===== config.mk =====
export PLATFORM = sky130hd
export DESIGN_NAME = agc_sequencer_flat
export DESIGN_NICKNAME = d
export VERILOG_FILES = /design/src/rtl/agc_sequencer_if.sv /design/src/rtl/agc_sequencer.sv /design/src/flat_wrapper.sv
export SDC_FILE = /design/constraint.sdc
export NUM_CORES = 1
export LEC_CHECK = 0
export ABC_AREA = 1
export BUFFER_PORTS_ARGS = -buffer_cell sky130_fd_sc_hd__clkbuf_2
export CAP_MARGIN = 20
export CORE_MARGIN = 5
export CORE_UTILIZATION = 55
export DETAILED_ROUTE_END_ITERATION = 16
export GPL_ROUTABILITY_DRIVEN = 1
export PLACE_DENSITY = 0.75
export SLEW_MARGIN = 30
export SYNTH_ARGS = -nofsm -noshare
export SYNTH_HDL_FRONTEND = slang
export SYNTH_SLANG_ARGS = --single-unit
export TNS_END_PERCENT = 5

===== constraint.sdc =====
create_clock -name clk -period 8.5 [get_ports clk]
set_input_delay 0.85 -clock clk [delete_from_list [all_inputs] [get_ports clk]]
set_output_delay 0.85 -clock clk [all_outputs]
set_load 0.01 [all_outputs]

===== src/rtl/agc_sequencer_if.sv =====
// Sample stream and peak handshake bundle between the AGC sequencer and its
// surroundings. The sequencer sits on the master side: it offers the peak
// and consumes samples, ready and the gain-applied pulse.
interface agc_sequencer_if #(
  parameter int SYMBOL_WIDTH = 16
);
  logic                           new_sample;
  logic signed [SYMBOL_WIDTH-1:0] in_sample;
  logic                           freeze;
  logic signed [SYMBOL_WIDTH-1:0] peak;
  logic                           peak_valid;
  logic                           peak_ready;
  logic                           gain_applied;

  modport master (
    input  new_sample, in_sample, freeze, peak_ready, gain_applied,
    output peak, peak_valid
  );

  modport slave (
    output new_sample, in_sample, freeze, peak_ready, gain_applied,
    input  peak, peak_valid
  );
endinterface


===== src/rtl/agc_sequencer.sv =====
// AGC loop sequencer: settles after each gain change, measures the peak
// magnitude over a window of samples, offers it to the gain block, then waits
// for the new gain to take effect. Tracks lock and a sticky apply timeout.
module agc_sequencer #(
  parameter int SYMBOL_WIDTH = 16,
  parameter int SYMBOL_FRAC  = 14,
  parameter int WINDOW       = 512,
  parameter int SETTLE       = 16,
  parameter int TARGET       = 1 << SYMBOL_FRAC,
  parameter int LOCK_TOL     = 1024,
  parameter int LOCK_COUNT   = 4,
  parameter int TIMEOUT      = 4096
) (
  input  logic                 clk,
  input  logic                 rst,
  input  logic                 en,
  agc_sequencer_if.master      bus,
  output logic                 locked,
  output logic                 timeout_err,
  output logic [2:0]           state
);

  localparam int W    = SYMBOL_WIDTH;
  localparam int SC_W = $clog2(SETTLE + 1);
  localparam int WC_W = $clog2(WINDOW + 1);
  localparam int TC_W = $clog2(TIMEOUT + 1);
  localparam int LC_W = $clog2(LOCK_COUNT + 1);

  localparam logic [SC_W-1:0] SETTLE_LAST  = SC_W'(SETTLE - 1);
  localparam logic [WC_W-1:0] WINDOW_LAST  = WC_W'(WINDOW - 1);
  localparam logic [TC_W-1:0] TIMEOUT_LAST = TC_W'(TIMEOUT - 1);
  localparam logic [LC_W-1:0] LOCK_FULL    = LC_W'(LOCK_COUNT);

  localparam logic signed [W-1:0] MOST_NEG   = {1'b1, {(W-1){1'b0}}};
  localparam logic [W-1:0]        MAX_MAG    = {1'b0, {(W-1){1'b1}}};
  localparam logic signed [W:0]   TARGET_EXT = (W+1)'(TARGET);
  localparam logic [W:0]          TOL_EXT    = (W+1)'(LOCK_TOL);

  typedef enum logic [2:0] {
    S_IDLE       = 3'd0,
    S_SETTLE     = 3'd1,
    S_ACQUIRE    = 3'd2,
    S_REPORT     = 3'd3,
    S_WAIT_APPLY = 3'd4
  } state_t;

  state_t           state_q, state_d;
  logic [SC_W-1:0]  settle_cnt;
  logic [WC_W-1:0]  win_cnt;
  logic [TC_W-1:0]  to_cnt;
  logic [LC_W-1:0]  lock_cnt;
  logic [W-1:0]     run_max;
  logic signed [W-1:0] peak_q;
  logic             locked_q;
  logic             timeout_q;

  logic [W-1:0]        mag;
  logic [W-1:0]        new_max;
  logic signed [W:0]   diff;
  logic [W:0]          abs_diff;
  logic                in_tol;
  logic [LC_W-1:0]     lock_cnt_next;
  logic                qs;
  logic                settle_done;
  logic                window_end;
  logic                accept;
  logic                applied;
  logic                expired;

  // Magnitude with saturation of the most negative code, running max and
  // the lock tolerance test on the candidate window peak.
  // NOTE: every signal driven here gets a value on every path, so no latch is inferred.
  always_comb begin
    mag = bus.in_sample;
    if (bus.in_sample == MOST_NEG)
      mag = MAX_MAG;
    else if (bus.in_sample[W-1])
      mag = W'(-bus.in_sample);

    new_max  = (mag > run_max) ? mag : run_max;
    diff     = $signed({1'b0, new_max}) - TARGET_EXT;
    abs_diff = diff[W] ? $unsigned(-diff) : $unsigned(diff);
    in_tol   = (abs_diff <= TOL_EXT);

    lock_cnt_next = '0;
    if (in_tol)
      lock_cnt_next = (lock_cnt == LOCK_FULL) ? lock_cnt : lock_cnt + LC_W'(1);
  end

  // Qualified events that drive both the FSM and the datapath.
  always_comb begin
    qs          = en & bus.new_sample;
    settle_done = (state_q == S_SETTLE) && qs && (settle_cnt == SETTLE_LAST);
    window_end  = (state_q == S_ACQUIRE) && qs && (win_cnt == WINDOW_LAST);
    accept      = (state_q == S_REPORT) && en && bus.peak_ready;
    applied     = (state_q == S_WAIT_APPLY) && en && bus.gain_applied;
    expired     = (state_q == S_WAIT_APPLY) && en && !bus.gain_applied
                  && (to_cnt == TIMEOUT_LAST);
  end

  // State register.
  // NOTE: sequential state uses non-blocking assignments so all registers update together.
  always_ff @(posedge clk) begin
    if (rst)
      state_q <= S_IDLE;
    else
      state_q <= state_d;
  end

  // Next-state decode; gain_applied takes priority over an expiring timeout.
  always_comb begin
    state_d = state_q;
    unique case (state_q)
      S_IDLE:       if (en) state_d = S_SETTLE;
      S_SETTLE:     if (settle_done) state_d = S_ACQUIRE;
      S_ACQUIRE:    if (window_end && !bus.freeze) state_d = S_REPORT;
      S_REPORT:     if (accept) state_d = S_WAIT_APPLY;
      S_WAIT_APPLY: if (applied || expired) state_d = S_SETTLE;
      default:      state_d = S_IDLE;
    endcase
  end

  // Outputs decoded from the registered state and datapath registers.
  always_comb begin
    bus.peak_valid = (state_q == S_REPORT);
    bus.peak       = peak_q;
    locked         = locked_q;
    timeout_err    = timeout_q;
    state          = state_q;
  end

  // Counters, running max, peak and lock tracking; everything holds while en is low.
  always_ff @(posedge clk) begin
    if (rst) begin
      settle_cnt <= '0;
      win_cnt    <= '0;
      to_cnt     <= '0;
      lock_cnt   <= '0;
      run_max    <= '0;
      peak_q     <= '0;
      locked_q   <= 1'b0;
      timeout_q  <= 1'b0;
    end else if (en) begin
      case (state_q)
        S_SETTLE: begin
          if (settle_done) begin
            settle_cnt <= '0;
            run_max    <= '0;
            win_cnt    <= '0;
          end else if (qs) begin
            settle_cnt <= settle_cnt + SC_W'(1);
          end
        end
        S_ACQUIRE: begin
          if (window_end) begin
            peak_q   <= $signed(new_max);
            run_max  <= '0;
            win_cnt  <= '0;
            lock_cnt <= lock_cnt_next;
            locked_q <= (lock_cnt_next == LOCK_FULL);
          end else if (qs) begin
            run_max <= new_max;
            win_cnt <= win_cnt + WC_W'(1);
          end
        end
        S_WAIT_APPLY: begin
          if (applied) begin
            to_cnt <= '0;
          end else if (expired) begin
            to_cnt    <= '0;
            timeout_q <= 1'b1;
          end else begin
            to_cnt <= to_cnt + TC_W'(1);
          end
        end
        default: ;
      endcase
    end
  end

endmodule


===== src/flat_wrapper.sv =====
// flat-port wrapper written by rule: the top's interface ports become plain ports
module agc_sequencer_flat 
#(
  parameter int SYMBOL_WIDTH = 16,
  parameter int SYMBOL_FRAC  = 14,
  parameter int WINDOW       = 512,
  parameter int SETTLE       = 16,
  parameter int TARGET       = 1 << SYMBOL_FRAC,
  parameter int LOCK_TOL     = 1024,
  parameter int LOCK_COUNT   = 4,
  parameter int TIMEOUT      = 4096
)
  (clk, rst, en, locked, timeout_err, state, bus_new_sample, bus_in_sample, bus_freeze, bus_peak_ready, bus_gain_applied, bus_peak, bus_peak_valid);
  agc_sequencer_if #(.SYMBOL_WIDTH(SYMBOL_WIDTH)) bus_i ();
  input  logic clk;
  input  logic rst;
  input  logic en;
  output logic locked;
  output logic timeout_err;
  output logic [2:0] state;
  input wire logic [$bits(bus_i.new_sample)-1:0] bus_new_sample;
  input wire logic [$bits(bus_i.in_sample)-1:0] bus_in_sample;
  input wire logic [$bits(bus_i.freeze)-1:0] bus_freeze;
  input wire logic [$bits(bus_i.peak_ready)-1:0] bus_peak_ready;
  input wire logic [$bits(bus_i.gain_applied)-1:0] bus_gain_applied;
  output wire logic [$bits(bus_i.peak)-1:0] bus_peak;
  output wire logic [$bits(bus_i.peak_valid)-1:0] bus_peak_valid;
  assign bus_i.new_sample = bus_new_sample;
  assign bus_i.in_sample = bus_in_sample;
  assign bus_i.freeze = bus_freeze;
  assign bus_i.peak_ready = bus_peak_ready;
  assign bus_i.gain_applied = bus_gain_applied;
  assign bus_peak = bus_i.peak;
  assign bus_peak_valid = bus_i.peak_valid;
  agc_sequencer #(.SYMBOL_WIDTH(SYMBOL_WIDTH), .SYMBOL_FRAC(SYMBOL_FRAC), .WINDOW(WINDOW), .SETTLE(SETTLE), .TARGET(TARGET), .LOCK_TOL(LOCK_TOL), .LOCK_COUNT(LOCK_COUNT), .TIMEOUT(TIMEOUT)) u_core (.clk(clk), .rst(rst), .en(en), .bus(bus_i), .locked(locked), .timeout_err(timeout_err), .state(state));
endmodule

=== Word-level counts from Yosys, hierarchy flattened ===
Cells that the tools add are included.

* Flip-flop bits (word level): 68
* Bits of input ports: 23
* Output and inout port bits: 22
* Logic and storage cells: 83

* $add $sub $neg: 7
* Order comparisons: 2
* Equal/unequal tests: 16
* Muxes and demuxes: 24
* Bitwise gates (word level): 2
* Reduce and logical (&&, ||, !) cells: 23

{| class="wikitable"
|+ Operator list
! kind !! number
|-
| two-way mux 16 bit || 6
|-
| one-hot mux 16 bit (2 select lines) || 1
|-
| two-way mux 10 bit || 3
|-
| two-way mux 13 bit || 2
|-
| two-way mux 3 bit || 7
|-
| one-hot mux 10 bit (2 select lines) || 1
|-
| <= comparator 17 x 11 -> 1 bit, second input constant || 1
|-
| two-way mux 17 bit || 1
|-
| negation 17 bit || 1
|-
| subtractor 16 x 15 -> 17 bit, second input constant || 1
|-
| equality test 16 bit, second input constant || 1
|-
| > comparator 16 bit || 1
|-
| negation 16 bit || 1
|-
| one-hot mux 3 bit (5 select lines) || 1
|-
| adder 13 x 1 -> 13 bit, second input constant || 1
|-
| equality test 13 x 12 -> 1 bit, second input constant || 1
|-
| logical AND 1 bit || 11
|-
| adder 10 x 1 -> 10 bit, second input constant || 1
|-
| equality test 10 x 9 -> 1 bit, second input constant || 1
|-
| two-way mux 5 bit || 2
|-
| equality test 3 bit, second input constant || 3
|-
| AND reduction 4 bit || 2
|-
| equality test 3 x 2 -> 1 bit, second input constant || 2
|-
| != test 2 bit, second input constant || 3
|-
| 15 further kinds || 19
|}

=== Longest topological paths before layout ===
Gate-level depths: netlist of the first run.

* Depth in word-level cells: 11
* Mapped depth: 33

=== Worst setup path before layout of the first run ===
Ideal clock, no wire load.

* Path type: in2reg
* From: input port bus_in_sample[0]
* To: register u_core.locked_q, in the netlist u_core.locked
* Library setup time: 0.070 ns
* Data arrival time: 4.079 ns
* Path slack: 4.351 ns
* Cell stages on the path: 29
* Buffers on the path: 2
* Path through: inv_1 -> ha_1 -> nand2_1 -> nor2_1 -> nand3_1 -> nor2_2 -> inv_1 -> nand3_1 -> ha_1 -> a21oi_1 -> nand2_1 -> a21oi_2 -> nand2_4 -> nand2_4 -> buf_6 -> inv_1 -> o31ai_1 -> o21ai_0 -> ha_1 -> buf_2 -> nand2_1 -> nor2_1 -> nand4_1 -> nand2_1 -> nor2_1 -> nand3_2 -> nor2_4 -> nand4_1 -> a21oi_1

* Longest elaborated chain between the ends: 11
* Elaborated cells between the ends (all ways): 12
* Classes of those cells: add/sub (3); order compare (2); eq/ne (2); mux (5)

{| class="wikitable"
|+ Ends and longest elaborated chain
! element !! RTL line !! text
|-
| from (decl) || flat_wrapper.sv:22 || <nowiki>input wire logic [$bits(bus_i.in_sample)-1:0] bus_in_sample;</nowiki>
|-
| negation 16 bit || agc_sequencer.sv:78 || <nowiki>mag = W'(-bus.in_sample);</nowiki>
|-
| two-way mux 16 bit || agc_sequencer.sv:77 || <nowiki>else if (bus.in_sample[W-1])</nowiki>
|-
| two-way mux 16 bit (*) || agc_sequencer.sv:75 || <nowiki>if (bus.in_sample == MOST_NEG)</nowiki>
|-
| > comparator 16 bit || agc_sequencer.sv:80 || <nowiki>new_max = (mag > run_max) ? mag : run_max;</nowiki>
|-
| two-way mux 16 bit (*) || agc_sequencer.sv:80 ||
|-
| subtractor 16 x 15 -> 17 bit (*) || agc_sequencer.sv:81 || <nowiki>diff = $signed({1'b0, new_max}) - TARGET_EXT;</nowiki>
|-
| negation 17 bit || agc_sequencer.sv:82 || <nowiki>abs_diff = diff[W] ? $unsigned(-diff) : $unsigned(diff);</nowiki>
|-
| two-way mux 17 bit (*) || agc_sequencer.sv:82 ||
|-
| <= comparator 17 x 11 -> 1 bit (*) || agc_sequencer.sv:83 || <nowiki>in_tol = (abs_diff <= TOL_EXT);</nowiki>
|-
| two-way mux 3 bit (*) || agc_sequencer.sv:86 || <nowiki>if (in_tol)</nowiki>
|-
| equality test 3 bit (*) || agc_sequencer.sv:160 || <nowiki>locked_q <= (lock_cnt_next == LOCK_FULL);</nowiki>
|-
| to (signal assigned) || agc_sequencer.sv:160 ||
|-
| to (decl) || agc_sequencer.sv:54 || <nowiki>logic locked_q;</nowiki>
|}

Mark *: on every way between the ends. The rest lies on a longest branch, timed or not.
A chain may end at the register's enable or synchronous reset.

=== Final worst setup path of the first run ===
Same ends and word-level chain as after synthesis.

==> impl_metrics.toml, run 1 <==
[synthesis]
async_flop_share = 0
synth_top_family_by_area = "simple AND/OR/NAND/NOR gates"
synth_xor_area_frac = 0.01799
synth_cell_types = 44
seq_area_frac_synth = 0.2797
yosysTopAreaCell = "dfxtp_1"
synth_compound_area_frac = 0.1103
synth_top_area_frac = 0.2797
synth_mux_area_frac = 0
synthAdderAreaFrac = 0.06170
synth-seq-cells = 68
synth_nets = 814
yosys_warnings = 0
synth-simple-area-share = 0.4208
syn_inst = 767
synth_area_leaders = "dfxtp_1 28%, nand2_1 16%, inv_1 7.6%, nand3_1 7.1%, nor2_1 6.3%"
synth_area_um2 = 4867
yosysMostFrequentCell = "nand2_1"
ys.flop_type = "dfxtp_1"
synth_edf_count = 0
synth_area_per_cell_um2 = 6.346
yosys-top-cells-count = "203 x nand2_1, 99 x inv_1, 82 x nor2_1"

[flow_run]
max_cap_viol_count = 0

[floorplanning]
dieHeight_um = 104.1
die_w_um = 104.1
core_um2 = 8678
start_util = 0.5608
io_pins = 45
dieArea_um2 = 10830
rows = 34

[timing]
relSlewSlack = 0.4807
min_period_over_period = 0.5490
tightest_slew_ns = 0.7741
clock.fmax_mhz = 214.3
tns_ns = 0
slew_violations = 0
min_period_ns = 4.666
setup_viol = 0
rsz0062_at_grt = "false"
fin_hold_ws_ns = 0.4576
hold_viol = 0
fin_skew_ns = 0.01075
fin_ws_ns = 3.834

[power]
combPwrFrac = 0.326
internal-power_uw = 517.7
clockPowerShare = 0.286
p_sw_frac = 0.3995
power_frac_seq = 0.388
p_leak_nw = 2.418
p_per_area_nw_per_um2 = 163.3
power.switching_uw = 344.5
ir_worst_vdd_uv = 89.08

[grt]
grtUsageTotal = 0.2220
globalRouteOverflowTotal = 0
antenna_found_initial = 0
first_global_vias = 4638
grt_start_max_net_pins = 39
grt_pass1_wl_mm = 20.56

[clock_network]
cts_setup_buffers = 0
cts_sinks = 68
cts_resized = 0
numCtsBuffers = 9
ctsHtreeMaxLevel = 3
cts-root-buf = "clkbuf_8"
hold_buffers = 0
cts_max_path_buffers = 2
cts_tree = "yes"
clk_latency_ns = 0.36
clkTransAtPathRegs_ns = 0.09

[worst_setup_path]
crit_type = "input pin to flop"
reg2reg_from = "u_core.run_max[11]"
cp.arrival_ns = 4.95
slowest_delay_ns = 0.42
crit_chain = "clkbuf_2 -> inv_1 -> ha_1 -> nand2_1 -> nor2_1 -> nand3_1 -> nor2_2 -> inv_1 -> nand3_1 -> ha_1 -> nand4_1 -> nor3_4 -> nand3_4 -> nand2_4 -> inv_1 -> o21ai_0 -> ha_1 -> o21ai_1 -> or2_2 -> nand3_1 -> nand4_1 -> a21oi_1"
cp.required_ns = 8.79
critPathCaptureType = "flop"
start_kind = "input pin"
slowest_stage = "ha_1"
reg2reg_to = "u_core.locked"
reg2regPathDepth = 14
worstPathMaxFanout = 26
r2r_slack_ns = 4.91

[place]
portBuffers = 44
dp_hpwl_mm = 9.262
pre_cts_slack_ns = 3.532
gp_congestion = 0.9005

[detailed_routing]
drt-wirelength-per-cell_um = 13.09
routed_wl_mm = 11.95
wl_met3_um = 534
drt_iter0_markers = 237
wl_met1_mm = 5.508
wl_met2_mm = 5.738
vias = 4836
post-route-drc-count = 0
vias_per_cell = 5.297
highest_layer = "met4"
ant_nets = 0
first_pass_iters = 5

[cells_and_area]
area_growth_pct = 8.483
nNetsFinal = 847
drive_gt1_frac = 0.1416
diodes = 0

[hold_path]
hold_class = "flop to flop"
worstHoldStart = "u_core.settle_cnt[4]"
holdPathEnd = "u_core.settle_cnt[4]"
worstHoldPathCells = 2

[run_status]
status = "complete, no violations"
## sequential cells by signal, indices dropped and copies added (netlist names)
| register | cells |
|---|---|
| u_core.lock_cnt | 3 |
| u_core.to_cnt | 13 |
| u_core.locked | 1 |
| u_core.win_cnt | 10 |
| u_core.state | 3 |
| u_core.settle_cnt | 5 |
| u_core.timeout_err | 1 |
| u_core.run_max | 16 |
| u_core.bus.peak | 16 |
## routing by layer
layer / track usage / up-vias
met4: 0.06383 / 0
met3: 0.04469 / 18
met2: 0.3807 / 107
met1: 0.2814 / 2175
met5: 0 / -
li1: - / 2536
## layout by cell type, fill, tap and decap left out, types with 2 or more instances in the layout
master      count
dfxtp_1        68
nand3b_1        5
xor2_1          5
o21ai_0        23
nor3_1         20
a21oi_1        44
nor3_2          2
nand3_1        69
nand2_1       203
inv_2           7
a211oi_1        2
inv_1          99
nand4_1        11
o211ai_1       16
nand2_4         4
nor3_4          3
clkbuf_8        9
nor3b_1         5
nor2_2          9
nor2_1         82
clkinvlp_4      2
nand2_2        18
inv_6           2
a31oi_1         2
clkbuf_2       44
ha_1           24
nand3_2         2
nor2_4          2
clkinv_2        2
xnor2_1         5
## cell type report
cell class	count	area (um^2)
fillers	812	3398
well taps	108	135.1
multi-input cells	569	2979
repair buffers	45	227.7
clock buffers	9	123.9
flip-flops and latches	68	1361
clock inverters	7	51.30
inverters	107	401.6
## critical path: cells and delay by family
family	cells	cell delay, ns
fa+ha+maj	3	0.80
buf+inv	4	0.38
compound gates	3	0.64
simple gates	12	2.25
## worst max path at each step
stage                startpoint  slack, ns                  to
2_1_floorplan  bus_in_sample[0]       4.35       u_core.locked
3_3_place_gp   bus_in_sample[0]       3.76       u_core.locked
3_5_place_dp   bus_in_sample[0]       3.53  u_core.lock_cnt[1]
4_1_cts        bus_in_sample[0]       3.90  u_core.lock_cnt[1]
5_1_grt        bus_in_sample[0]       3.33       u_core.locked
6_report       bus_in_sample[0]       3.83       u_core.locked
## metrics by stage
stage | utilization | instance area (um^2) | power (mW) | cells
3_3_place_gp | 0.5882 | 5105 | 0.6156 | 897
3_5_place_dp | 0.5882 | 5105 | 0.6194 | 897
2_1_floorplan | - | 4867 | 0.5626 | 767
4_1_cts | 0.6084 | 5280 | 0.8624 | 913
6_report | 0.6084 | 5280 | 0.8622 | 913
5_1_grt | 0.6084 | 5280 | 0.9201 | 913
## power groups by stage
stage                     sequential, mW  clock (mW)  combinational (mW)
after floorplan                    0.342           0               0.221
final                              0.334       0.247               0.281
after global routing               0.336       0.266               0.319
after CTS                          0.334       0.249               0.279
after global placement             0.342           0               0.274
after detailed placement           0.342           0               0.278
## cells by family after synthesis
kind of cell               Yosys count
and+or+nand+nor                    441
buffers and inverters              130
AOI/OAI and AO/OA                   94
DFF                                 68
adders and majority gates           24
xor gates and xnor gates            10
Power figures use the tool's default switching activity.
==> inputs of run 2 (changes only) <==
Clock period 8.5 ns to 4.3 ns, I/O delays scaled along.
==> impl_metrics.toml, run 2 (synthesis results as in run 1) <==
[timing]
hold_viol = 0
rsz0062_at_grt = "false"
min_period_ns = 3.868
clock.fmax_mhz = 258.6
fin_skew_ns = 0.01232
min_period_over_period = 0.8995
tightest_slew_ns = 0.7688
setup_viol = 0
slew_violations = 0
tns_ns = 0
relSlewSlack = 0.4858
fin_ws_ns = 0.4323

[floorplanning]
dieHeight_um = 104.1
io_pins = 45
die_w_um = 104.1
start_util = 0.5608
rows = 34
core_um2 = 8678
dieArea_um2 = 10830

[power]
p_leak_nw = 2.459
p_per_area_nw_per_um2 = 340.5
power.switching_uw = 677.3
power_frac_seq = 0.362
ir_worst_vdd_uv = 181.2
clockPowerShare = 0.328
combPwrFrac = 0.310
internal-power_mw = 1.148
p_sw_frac = 0.3711
power_mw = 1.825

[cells_and_area]
nNetsFinal = 851
layout_common_cells = "203 x nand2_1, 99 x inv_1, 82 x nor2_1"
area_growth_pct = 10.13
drive_gt1_frac = 0.1471
final_common_cell = "nand2_1"
stdcell_count = 917
diodes = 0
design_area_um2 = 5360

[place]
dp_hpwl_mm = 9.224
portBuffers = 44
place_inst = 901
gp_congestion = 0.9002
pre_cts_slack_ns = 0.02653
dpl-instance-area_um2 = 5135

[hold_path]
hold_class = "input pin to flop"
worstHoldPathCells = 3

[clock_network]
cts_max_path_buffers = 2
cts_sinks = 68
cts_setup_buffers = 0
numCtsBuffers = 9
hold_buffers = 0
cts-root-buf = "clkbuf_8"
clk_latency_ns = 0.35
clkTransAtPathRegs_ns = 0.09
ctsHtreeMaxLevel = 3
cts_tree = "yes"

[worst_setup_path]
r2r_slack_ns = 1.14
crit_type = "input pin to flop"
worstPathMaxFanout = 14
reg2regPathDepth = 17
setup.worst_path.end = "u_core.locked"
cp.arrival_ns = 4.15
reg2reg_to = "u_core.locked"
reg2reg_from = "u_core.run_max[11]"
cp.required_ns = 4.58
critPathCaptureType = "flop"
cp-startpoint = "bus_in_sample[0]"
start_kind = "input pin"

[grt]
grt_pass1_wl_mm = 20.67
globalRouteOverflowTotal = 0
grtUsageTotal = 0.2230
antenna_found_initial = 0
first_global_vias = 4606
grt_start_max_net_pins = 39

[flow_run]
max_cap_viol_count = 0

[detailed_routing]
vias = 4896
routed_wl_mm = 11.87
drt-wirelength-per-cell_um = 12.95
first_pass_iters = 5
vias_per_cell = 5.339
drt_iter0_markers = 257
post-route-drc-count = 0
ant_nets = 0

[run_status]
status = "complete, no violations"
[run 2: how the worst min path moves through the flow]
stage                              start                   end
floorplan              u_core.to_cnt[12]     u_core.to_cnt[12]
global placement       u_core.to_cnt[12]     u_core.to_cnt[12]
detailed placement  u_core.settle_cnt[4]  u_core.settle_cnt[4]
CTS                       bus_new_sample  u_core.settle_cnt[0]
global route              bus_new_sample  u_core.settle_cnt[0]
finish                    bus_new_sample  u_core.settle_cnt[0]
[run 2: what timing repair did]
action                     CTS  global route
hold endpoints to repair     0             0
setup endpoints to repair    0             4
gates resized for setup      0             1
[run 2: cell type report]
type | instances | area [um^2]
sequential | 68 | 1361
inverter | 107 | 401.6
multi-input combinational | 569 | 2982
timing repair buffer | 49 | 257.7
fill | 850 | 3318
tap | 108 | 135.1
clock inverter | 7 | 98.84
clock buffer | 9 | 123.9
[run 2: power by group through the flow]
stage	Sequential, mW	Combinational (mW)	Clock [mW]
4_1_cts	0.661	0.560	0.611
3_5_place_dp	0.676	0.558	0
3_3_place_gp	0.675	0.543	0
5_1_grt	0.664	0.639	0.640
2_1_floorplan	0.676	0.436	0
6_report	0.661	0.566	0.598
[run 2: stage by stage]
stage          hold WS (ns)    util
2_1_floorplan        0.4236       -
3_3_place_gp         0.4347  0.5917
3_5_place_dp         0.4488  0.5917
4_1_cts              0.3205  0.6174
5_1_grt              0.3400  0.6176
6_report             0.3301  0.6176
[run 2: per-layer routing]
layer / global-route usage / routed length, um / up-vias
li1: - / - / 2549
met1: 0.2899 / 5519 / 2221
met2: 0.3775 / 5650 / 112
met3: 0.03724 / 538 / 14
met4: 0.06753 / 163 / 0
met5: 0 / 0 / -
[run 2: worst max-delay path: stages]
cell and delay, ns:
clkbuf_2 0.09, inv_1 0.09, ha_1 0.22, nand2_1 0.07, nor2_1 0.16, nand3_1 0.11
nor2_2 0.18, inv_1 0.13, nand3_1 0.12, ha_1 0.26, a21oi_1 0.13, nand2_1 0.07
a21oi_2 0.16, nand2_4 0.07, nand2_4 0.14, inv_1 0.08, o21ai_0 0.42, ha_2 0.38
nand2_1 0.12, nand3_1 0.10, nand2_1 0.06, nor2_1 0.11, nand2_2 0.08, nor2_4 0.12
nand4_1 0.09, a21oi_1 0.13
